$ cat src/rtl/stream_demux3.sv
// stream_demux3: 1-to-3 valid/ready byte-stream demux with
// packet-locked routing and a one-beat register per output channel.
module stream_demux3 #(
  parameter int DATA_W = 8
) (
  input  logic              clk,
  input  logic              rst,
  input  logic              in_valid,
  output logic              in_ready,
  input  logic [DATA_W-1:0] in_data,
  input  logic              in_last,
  input  logic              sel_1,
  input  logic              sel_2,
  output logic              out0_valid,
  input  logic              out0_ready,
  output logic [DATA_W-1:0] out0_data,
  output logic              out0_last,
  output logic              out1_valid,
  input  logic              out1_ready,
  output logic [DATA_W-1:0] out1_data,
  output logic              out1_last,
  output logic              out2_valid,
  input  logic              out2_ready,
  output logic [DATA_W-1:0] out2_data,
  output logic              out2_last,
  output logic              busy,
  output logic [1:0]        dest
);

  typedef enum logic {IDLE, BUSY} state_t;

  state_t                   state_q, state_d;
  logic [1:0]               lock_q, lock_d;
  logic [1:0]               sel_dest, dest_w;
  logic [2:0]               vld_q, vld_d;
  logic [2:0]               lst_q, lst_d;
  logic [2:0][DATA_W-1:0]   dat_q, dat_d;
  logic                     busy_q, busy_d;
  logic [2:0]               rdy;
  logic                     acc;

  assign rdy = {out2_ready, out1_ready, out0_ready};

  // sel_2 outranks sel_1, so code 3 never appears
  always_comb begin
    sel_dest = 2'd0;
    priority case (1'b1)
      sel_2:   sel_dest = 2'd2;
      sel_1:   sel_dest = 2'd1;
      default: sel_dest = 2'd0;
    endcase
  end

  assign dest_w = (state_q == BUSY) ? lock_q : sel_dest;

  always_comb begin
    in_ready = 1'b0;
    case (dest_w)
      2'd1:    in_ready = !vld_q[1] || out1_ready;
      2'd2:    in_ready = !vld_q[2] || out2_ready;
      default: in_ready = !vld_q[0] || out0_ready;
    endcase
  end

  assign acc = in_valid && in_ready;

  always_comb begin
    state_d = state_q;
    lock_d  = lock_q;
    vld_d   = vld_q;
    dat_d   = dat_q;
    lst_d   = lst_q;
    for (int k = 0; k < 3; k++) begin
      if (acc && dest_w == 2'(k)) begin
        vld_d[k] = 1'b1;
        dat_d[k] = in_data;
        lst_d[k] = in_last;
      end else if (vld_q[k] && rdy[k]) begin
        vld_d[k] = 1'b0;
      end
    end
    if (acc) begin
      if (in_last) begin
        state_d = IDLE;
      end else begin
        state_d = BUSY;
        lock_d  = dest_w;
      end
    end
    busy_d = (state_d == BUSY);
  end

  always_ff @(posedge clk or posedge rst) begin
    if (rst) begin
      state_q <= IDLE;
      lock_q  <= 2'd0;
      vld_q   <= '0;
      dat_q   <= '0;
      lst_q   <= '0;
      busy_q  <= 1'b0;
    end else begin
      state_q <= state_d;
      lock_q  <= lock_d;
      vld_q   <= vld_d;
      dat_q   <= dat_d;
      lst_q   <= lst_d;
      busy_q  <= busy_d;
    end
  end

  assign out0_valid = vld_q[0];
  assign out1_valid = vld_q[1];
  assign out2_valid = vld_q[2];
  assign out0_data  = dat_q[0];
  assign out1_data  = dat_q[1];
  assign out2_data  = dat_q[2];
  assign out0_last  = lst_q[0];
  assign out1_last  = lst_q[1];
  assign out2_last  = lst_q[2];
  assign busy       = busy_q;
  assign dest       = dest_w;

endmodule

$ cat config.mk
export PLATFORM = sky130hd
export DESIGN_NAME = stream_demux3
export DESIGN_NICKNAME = d
export VERILOG_FILES = /design/src/rtl/stream_demux3.sv
export SDC_FILE = /design/constraint.sdc
export NUM_CORES = 1
export LEC_CHECK = 0
export BUFFER_PORTS_ARGS = -buffer_cell sky130_fd_sc_hd__buf_2
export CAP_MARGIN = 10
export CORE_MARGIN = 1.5
export CORE_UTILIZATION = 49
export DETAILED_ROUTE_END_ITERATION = 8
export HOLD_SLACK_MARGIN = 0.06
export PLACE_DENSITY = 0.86
export REMOVE_ABC_BUFFERS = 1
export SLEW_MARGIN = 30
export SYNTH_ARGS = -nofsm -noshare
export SYNTH_HDL_FRONTEND = slang
export SYNTH_SLANG_ARGS = --single-unit
$ cat constraint.sdc
create_clock -name clk -period 5.45 [get_ports clk]
set_input_delay 1.09 -clock clk [delete_from_list [all_inputs] [get_ports clk]]
set_output_delay 1.09 -clock clk [all_outputs]
set_load 0.005 [all_outputs]
==> After elaboration in Yosys (flattened, before gate mapping) <==
Cells that the tools add are included.
{ "totals": {"reg_bits": 33, "input_bits": 17, "output_inout_bits": 34, "wordCells": 43} }
{ "op_classes": {"n_eq_ne": 2, "mux": 11, "n_bitwise": 1, "reduce_logical": 18} }
{ "op_table": {"columns": ["op", "count"], "rows": [
  ["$mux W1", 8],
  ["$logic_and A1 B1 Y1", 7],
  ["$reduce_bool A2 Y1", 3],
  ["$mux W2", 2],
  ["$logic_not A1 Y1", 3],
  ["$logic_or A1 B1 Y1", 3],
  ["$eq A2 B1 Y1 const B", 1],
  ["$eq A2 B2 Y1 const B", 1],
  ["$logic_not A2 Y1", 1],
  ["$pmux W1 S2", 1],
  ["$reduce_and A2 Y1", 1],
  ["$not A1 Y1", 1]
]} }

==> Longest topological paths before layout <==
Gate-level depths: netlist of run 1.
{ "logic_depth": {"ltp_word": 8, "ltp_mapped": 10, "mapped_depth_nobuf": 9} }

==> Worst setup path before layout of run 1 <==
Ideal clock, no wire load.
{ "synth_path": {"path_kind": "input-to-output", "startpoint": "in sel_1", "endpoint": "out in_ready", "t_arrival_ps": 2218, "t_required_ps": 4360, "setup_slack_ps": 2142, "stages": 8, "n_path_buf": 1, "path_cell_list": "nand2_1 o21ai_1 inv_1 ha_1 a22oi_4 buf_6 and2_1 nor2_1"} }
{ "synth_between": {"elab_chain_len": 5, "word_cells_on_any_way": 6, "cone_classes": "eq/ne (2); mux (4)"} }
{ "synth_rtl": {"columns": ["element", "line_no", "text"], "rows": [
  ["start: declaration", "12", "input logic sel_1,"],
  ["$mux W1 *", "47", "priority case (1'b1)"],
  ["$mux W2 *", "47", null],
  ["$mux W2 *", "54", "assign dest_w = (state_q == BUSY) ? lock_q : sel_dest;"],
  ["net dest[0]", "27", "output logic [1:0] dest"],
  ["$eq A2 B2 Y1 or $eq A2 B1 Y1 (tied branches)", "58", "case (dest_w)"],
  ["$pmux W1 S2 *", "58", null],
  ["end: declaration", "9", "output logic in_ready,"]
]} }
Mark *: on every way through the listed nets, which the timed path passes. The rest lies on a longest branch.

==> Final worst setup path of run 1 <==
{ "layout_path": {"startpoint": "in sel_2", "endpoint": "out in_ready"} }
{ "layout_between": {"elab_chain_len": 4, "word_cells_on_any_way": 5, "cone_classes": "eq/ne (2); mux (3)"} }
{ "layout_rtl": {"columns": ["element", "line_no", "text"], "rows": [
  ["start: declaration", "13", "input logic sel_2,"],
  ["$mux W2 *", "47", null],
  ["$mux W2 *", "54", null],
  ["$eq A2 B2 Y1 or $eq A2 B1 Y1 (tied branches)", "58", null],
  ["$pmux W1 S2 *", "58", null]
]} }
Mark *: on every way between the ends. The rest lies on a longest branch, timed or not.

==> metrics, run 1 <==
clock skew=6.55 ps; wire length per cell after detailed routing=14.6 µm; number of DRC markers in iteration 0=150; total CTS buffers=5; number of buffers inserted for hold repair after clock tree synthesis=0; YS warnings=0; Setup WS post-layout=1760 ps; via count of the first global-routing pass=1457; wire length of the first global-routing pass=6.88 mm; height of the die=65.3 µm; total of buffers placed on input and output ports=50; multiplexer share of the synthesized area=2.30%; Slew HR=55.5%; sequential fraction of the synthesis area=43.4%; Worst Setup End Kind=output pin; part of the power in registers=28.7%; cells after synthesis=190; latest clock arrival within the worst-skew pair=290 ps; total wire length=4.15 mm; power density over the cells=661 mW/mm²; area of the die=0.00427 mm²; IO Pins=51; simple-gate portion of the synthesized area=15.6%; # resized after CTS=0; transition at the pin with the smallest max-transition slack=667 ps; kind of cell adding the most delay to the critical path=adder cells; total global routing overflow=0; Compound-Gate Fraction of Synth Area=30.0%; Final ANT Viol Nets=0; post-CTS setup buffer count=0; final-report max-slew violation count=0; clock period minus final worst setup slack=3690 ps; unrepaired setup endpoints after global routing=false; combinational group share of total power=59.1%; effective utilization at floorplan=51.6%; most common cell after layout, fill and taps aside=buf_2; combinational family with the most area after synthesis=compound AO/OA/AOI/OAI gates; worst slack at placement=1760 ps; Synth top area share=43.4%; Worst IR Drop VDD=0.000320 V; arrival time of data at the critical path endpoint=2600 ps; share of cells above drive strength 1=36.0%; most prevalent standard cell on the critical path=buf_2; Remaining DRCs=0; final-report setup violation count=0; slowest stage cell on the critical path=ha_1; clock tree from TritonCTS=yes; switching power summed over all nets=0.675 mW; synth unique cells=24; via/cell ratio=5.63; average cell area after synthesis=10.0 µm²; FP Rows=22; library cell occupying the most area in the post-synthesis netlist=dfrtp_1; number of register bits inferred by synthesis=33; leading post-synthesis cells by cell area=dfrtp_1, o211ai_1, o211ai_2; switch share=46.0%; share of synthesized cell area in full adder, half adder and majority cells=1.97%; total number of vias=1598; weighted congestion reported at the end of routability-driven placement=0.772; most used cells in the layout excluding fill and tap cells=buf_2, nand2_1, o211ai_1, dfrtp_1, o211ai_2; maximum number of pins on one net before global-route repair=34; Min Hold Slack=489 ps; cell area after synthesis=0.00190 mm²; peak clock frequency supported by timing=0.271 GHz; result of the run=finished, final reports clean; number of endpoints with negative hold slack in the final report=0; launching element type of the critical path=input pin; buffer and inverter count on the worst path=3; post-synthesis xor/xnor area fraction=0%; Hold WC Path Type=flip-flop to flip-flop; maximum number of buffers from clock root to sink=2; Core Region=0.00369 mm²; cell area after placement=0.00214 mm²; antenna violations before repair=0; net total in the final layout=255; delay of the slowest cell on the worst path=490 ps; overall routing resource usage=21.6%; die extent in x=65.3 µm; data required time at the worst endpoint=4360 ps; Clk pwr share=12.2%; Filler Cell Count=332; final instance area=0.00222 mm²; number of diodes=0; HPWL after detailed placement=2.74 mm; Max Fanout on Critical Path=11; depth of the CTS H-tree=2; total of max-cap violations=0; total area of multi-input combinational cells=950 µm²; chain of cells forming the critical path=buf_2 -> mux2_1 -> inv_1 -> ha_1 -> a22oi_4 -> and2_1 -> nor2_1 -> buf_2; Post-Route Setup TNS=0 ps; area added between synthesis and finish=16.5%; sinks on the clock net=33; crit share post-route=67.7%; area used by sequential logic in the layout=826 µm²; clock slew at the register clock pins of the worst setup and hold paths=60 ps; Initial DRT Pass Iterations=4; type of the worst setup path=input pin to output pin; root buffer cell=clkbuf_8; Static Leakage=0.969 nW; cell internal power dissipation=0.791 mW
-- registers in the layout, summed over array words and instances (netlist names) --
register,count
busy,1
out1_data,8
vld_q,3
out0_data,8
lock_q,2
lst_q,3
out2_data,8
-- final timing paths --
kind	from	to	slack, ps	depth (start not counted)
min in group asynchronous	rst	out0_data[5]	870	3
max in group asynchronous	rst	lock_q[0]	4290	3
max reg2reg	busy	out1_data[2]	2390	10
max	sel_2	in_ready	1760	8
min	lock_q[0]	lock_q[0]	490	1
min reg2reg	lock_q[0]	lock_q[0]	490	1
-- logic make-up (layout without fill, tap and decap cells) --
family / count (synthesis) / count (layout)
compound gates: 62 / 62
flops: 33 / 33
simple gates: 66 / 66
mux: 4 / 4
fa+ha+maj: 3 / 3
buf+inv: 22 / 68
-- cells in the mapped netlist, drive strengths merged --
library cell / count
o211ai: 54
o21a: 1
ha: 3
and2: 1
or2: 1
clkbuf: 6
o22ai: 1
mux2: 3
buf: 10
a22oi: 1
nand2: 49
inv: 6
nand3b: 1
nand2b: 12
mux2i: 1
o21ai: 5
nor2: 2
dfrtp: 33
-- per-stage QoR --
step	utilization, %	power (mW)	cells
floorplan	-	1.02	174
global placement	58.0	1.27	276
detailed placement	58.0	1.29	276
CTS	60.1	1.47	284
global route	60.1	1.59	284
finish	60.1	1.47	284
-- power groups by stage --
| stage | registers (mW) | logic [mW] | clock network (mW) |
|---|---|---|---|
| after floorplan | 0.424 | 0.600 | 0 |
| final | 0.421 | 0.867 | 0.179 |
| after global placement | 0.421 | 0.845 | 0 |
| after detailed placement | 0.426 | 0.860 | 0 |
| after global routing | 0.435 | 0.958 | 0.196 |
| after CTS | 0.421 | 0.869 | 0.182 |
-- per-layer routing --
metal  vias up  GRT usage [%]  routed length (µm)
met4         0           10.9                  87
met1       761           28.1                1820
met2        61           34.1                2040
met5         -              0                   0
li1        769              -                   -
met3         7           4.28                 204
-- cell type report --
cell class / count / share of cell area [%]
Clock buffer: 8 / 3.61
Inverter: 6 / 1.02
Multi-Input combinational cell: 135 / 42.8
Sequential cell: 33 / 37.2
Tap cell: 48 / 2.71
Timing Repair Buffer: 54 / 12.6
Power figures use the tool's default switching activity.
==> run 2, diff against run 1 <==
ABC_AREA = 1   (was unset)
CORE_UTILIZATION = 45   (was 49)
clock period = 3.2 ns   (was 5.45 ns; I/O delays follow)
==> run 2 against run 1 <==
  * Clock skew is 3.0 ps higher
  * Synthesized area is 18% lower
  * Combinational power is 6.6% higher
  * Critical endpoint unchanged
  * Highest routed layer unchanged
==> metrics, run 2 <==
result of the run=finished, final reports clean (unchanged); crit share post-route=79.9%; height of the die=61.9 µm (was 65.3 µm); transition at the pin with the smallest max-transition slack=639 ps (was 667 ps); reg2reg setup slack=1130 ps (was 2390 ps); latest clock arrival within the worst-skew pair=340 ps (was 290 ps); Static Leakage=1.08 nW (was 0.969 nW); total of max-cap violations=0 (unchanged); top-count cell post-synth=nand2_1 (unchanged); arrival time of data at the critical path endpoint=1920 ps (was 2600 ps); net total in the final layout=239 (was 255); list of most frequent post-synthesis cells=nand2_1, dfrtp_1, nand4_1 (was nand2_1, o211ai_1, dfrtp_1); HPWL after detailed placement=2.40 mm (was 2.74 mm); most common cell after layout, fill and taps aside=nand2_1 (was buf_2); number of DRC markers in iteration 0=39 (was 150); total number of vias=1288 (was 1598); total of buffers placed on input and output ports=50 (unchanged); fraction of registers with async set/reset=100% (unchanged); slowest stage cell on the critical path=ha_1 (unchanged); final-report setup violation count=0 (unchanged); number of enable-type register cells in the synthesized netlist=0 (unchanged); library cell occupying the most area in the post-synthesis netlist=dfrtp_1 (unchanged); delay of the slowest cell on the worst path=430 ps (was 490 ps); # resized after CTS=0 (unchanged); data required time at the worst endpoint=2560 ps (was 4360 ps); Hold WC Path Type=input pin to asynchronous set/reset pin (was flip-flop to flip-flop); die extent in x=61.9 µm (was 65.3 µm); number of buffers inserted for hold repair after clock tree synthesis=0 (unchanged); overall power consumption=1.95 mW (was 1.47 mW); Worst R2R Path Depth=13 (was 10); reg-to-reg endpoint=busy (was out1_data[2]); leading post-synthesis cells by cell area=dfrtp_1, nand2_1, nand4_1 (was dfrtp_1, o211ai_1, o211ai_2); clock tree from TritonCTS=yes (unchanged); sequential fraction of the synthesis area=52.8% (was 43.4%); cell area after placement=0.00182 mm² (was 0.00214 mm²); chain of cells forming the critical path=inv_1 -> nand3_1 -> nand2_1 -> inv_1 -> ha_1 -> nand2_2 -> nand2_2 -> nand2_2 -> nand2_2 -> buf_2 (was buf_2 -> mux2_1 -> inv_1 -> ha_1 -> a22oi_4 -> and2_1 -> nor2_1 -> buf_2); synth unique cells=17 (was 24); Remaining DRCs=0 (unchanged); type of the worst setup path=flip-flop to output pin (was input pin to output pin); antenna violations before repair=0 (unchanged); weighted congestion reported at the end of routability-driven placement=0.805 (was 0.772); overall routing resource usage=18.5% (was 21.6%); Synth top area share=52.8% (was 43.4%); Max Fanout on Critical Path=11 (unchanged); wire length per cell after detailed routing=12.2 µm (was 14.6 µm); Min Hold Slack=371 ps (was 489 ps); area added between synthesis and finish=21.7% (was 16.5%); clock slew at the register clock pins of the worst setup and hold paths=90 ps (was 60 ps); power density over the cells=1030 mW/mm² (was 661 mW/mm²); number of endpoints with negative hold slack in the final report=0 (unchanged); number of diodes=0 (unchanged); Worst Setup End Kind=output pin (unchanged); total CTS buffers=5 (unchanged); via count of the first global-routing pass=1090 (was 1457); clock period minus final worst setup slack=2560 ps; effective utilization at floorplan=46.8% (was 51.6%); area of the die=0.00384 mm² (was 0.00427 mm²); most prevalent standard cell on the critical path=nand2_2 (was buf_2); unrepaired setup endpoints after global routing=false (unchanged); Post-Route Setup TNS=0 ps (unchanged); dominant synthesized flop cell=dfrtp_1 (unchanged); via/cell ratio=4.84 (was 5.63); Worst IR Drop VDD=0.000472 V (was 0.000320 V); average cell area after synthesis=9.25 µm² (was 10.0 µm²); maximum number of buffers from clock root to sink=2 (unchanged); launching element type of the critical path=flip-flop (was input pin); most used cells in the layout excluding fill and tap cells=nand2_1, buf_2, dfrtp_1, nand4_1, inv_1 (was buf_2, nand2_1, o211ai_1, dfrtp_1, o211ai_2); Initial DRT Pass Iterations=4 (unchanged); YS warnings=0 (unchanged); sinks on the clock net=33 (unchanged); FP Rows=21 (was 22); root buffer cell=clkbuf_4 (was clkbuf_8); IO Pins=51 (unchanged); maximum number of pins on one net before global-route repair=35 (was 34); Slew HR=57.4% (was 55.5%); Final ANT Viol Nets=0 (unchanged); cell area after synthesis=0.00156 mm² (was 0.00190 mm²); depth of the CTS H-tree=2 (unchanged); post-CTS setup buffer count=0 (unchanged); wire length of the first global-routing pass=5.05 mm (was 6.88 mm); peak clock frequency supported by timing=0.391 GHz; final-report max-slew violation count=0 (unchanged); clock skew=9.52 ps (was 6.55 ps); final instance area=0.00190 mm² (was 0.00222 mm²); reg-to-reg critical path startpoint=busy (unchanged); total global routing overflow=0 (unchanged); total wire length=3.26 mm (was 4.15 mm); number of register bits inferred by synthesis=33 (unchanged); share of cells above drive strength 1=33.2% (was 36.0%); Core Region=0.00334 mm² (was 0.00369 mm²); cells after synthesis=169 (was 190)
-- run 2: cell types whose count changed in the layout (fill, tap and decap cells not counted), sizes merged, moves of 2 or more --
cell    delta
inv        +4
mux2       -3
nand2     +25
nand2b    -12
nand3      +2
nand4     +33
o211ai    -54
o21ai      -3
-- run 2: where the power goes --
group / switching (mW) / leakage (nW) / internal, mW / total [mW]
combinational: 0.565 / 0.619 / 0.358 / 0.924
sequential: 0.102 / 0.420 / 0.605 / 0.708
clock: 0.132 / 0.0455 / 0.186 / 0.318
-- run 2: metrics by stage --
stage	util, %	instances	setup slack [ps]
detailed placement	54.4	258	716
global placement	54.4	258	760
floorplan	-	159	737
CTS	57.0	266	649
global route	57.0	266	460
finish	57.0	266	642
-- run 2: final cells by class --
| cell class | instances | area [µm²] |
|---|---|---|
| Clock buffer | 7 | 55.1 |
| Clock inverter | 1 | 30.0 |
| Multi-Input combinational cell | 116 | 623 |
| Tap cell | 46 | 57.6 |
| Sequential cell | 33 | 826 |
| Timing Repair Buffer | 53 | 273 |
| Fill cell | 297 | 1440 |
| Inverter | 10 | 37.5 |
-- run 2: kinds of logic after synthesis --
logic type               Yosys count  synth area share [%]
AO/OA/AOI/OAI                      3                  1.12
adder cells (fa/ha/maj)            3                  2.40
buffers and inverters             20                  7.29
flip-flops                        33                  52.8
AND/OR/NAND/NOR                  110                  36.3
-- run 2: worst max-delay path by stage --
stage           from       end  slack [ps]  depth (start not counted)
6_report        busy  in_ready         640                         10
5_1_grt         busy  in_ready         460                         10
4_1_cts         busy  in_ready         650                         10
3_5_place_dp   sel_2  in_ready         720                         11
3_3_place_gp   sel_2  in_ready         760                         11
2_1_floorplan  sel_2  in_ready         740                          9
-- run 2: per-layer routing --
layer  up-vias  global-route usage (%)  share of wire (%)
li1        667                       -                  -
met1       566                    26.9                 47
met2        50                    25.7                 45
met3         5                    7.04                7.0
met4         0                    5.47                1.0
met5         -                       0                  0
-- run 2: worst max-delay path, delay by kind of cell, from the launching register on --
| family | cells | cell delay, ps |
|---|---|---|
| fa+ha+maj | 1 | 430 |
| buf+inv | 3 | 290 |
| simple gates | 6 | 480 |
| flops | 1 | 400 |
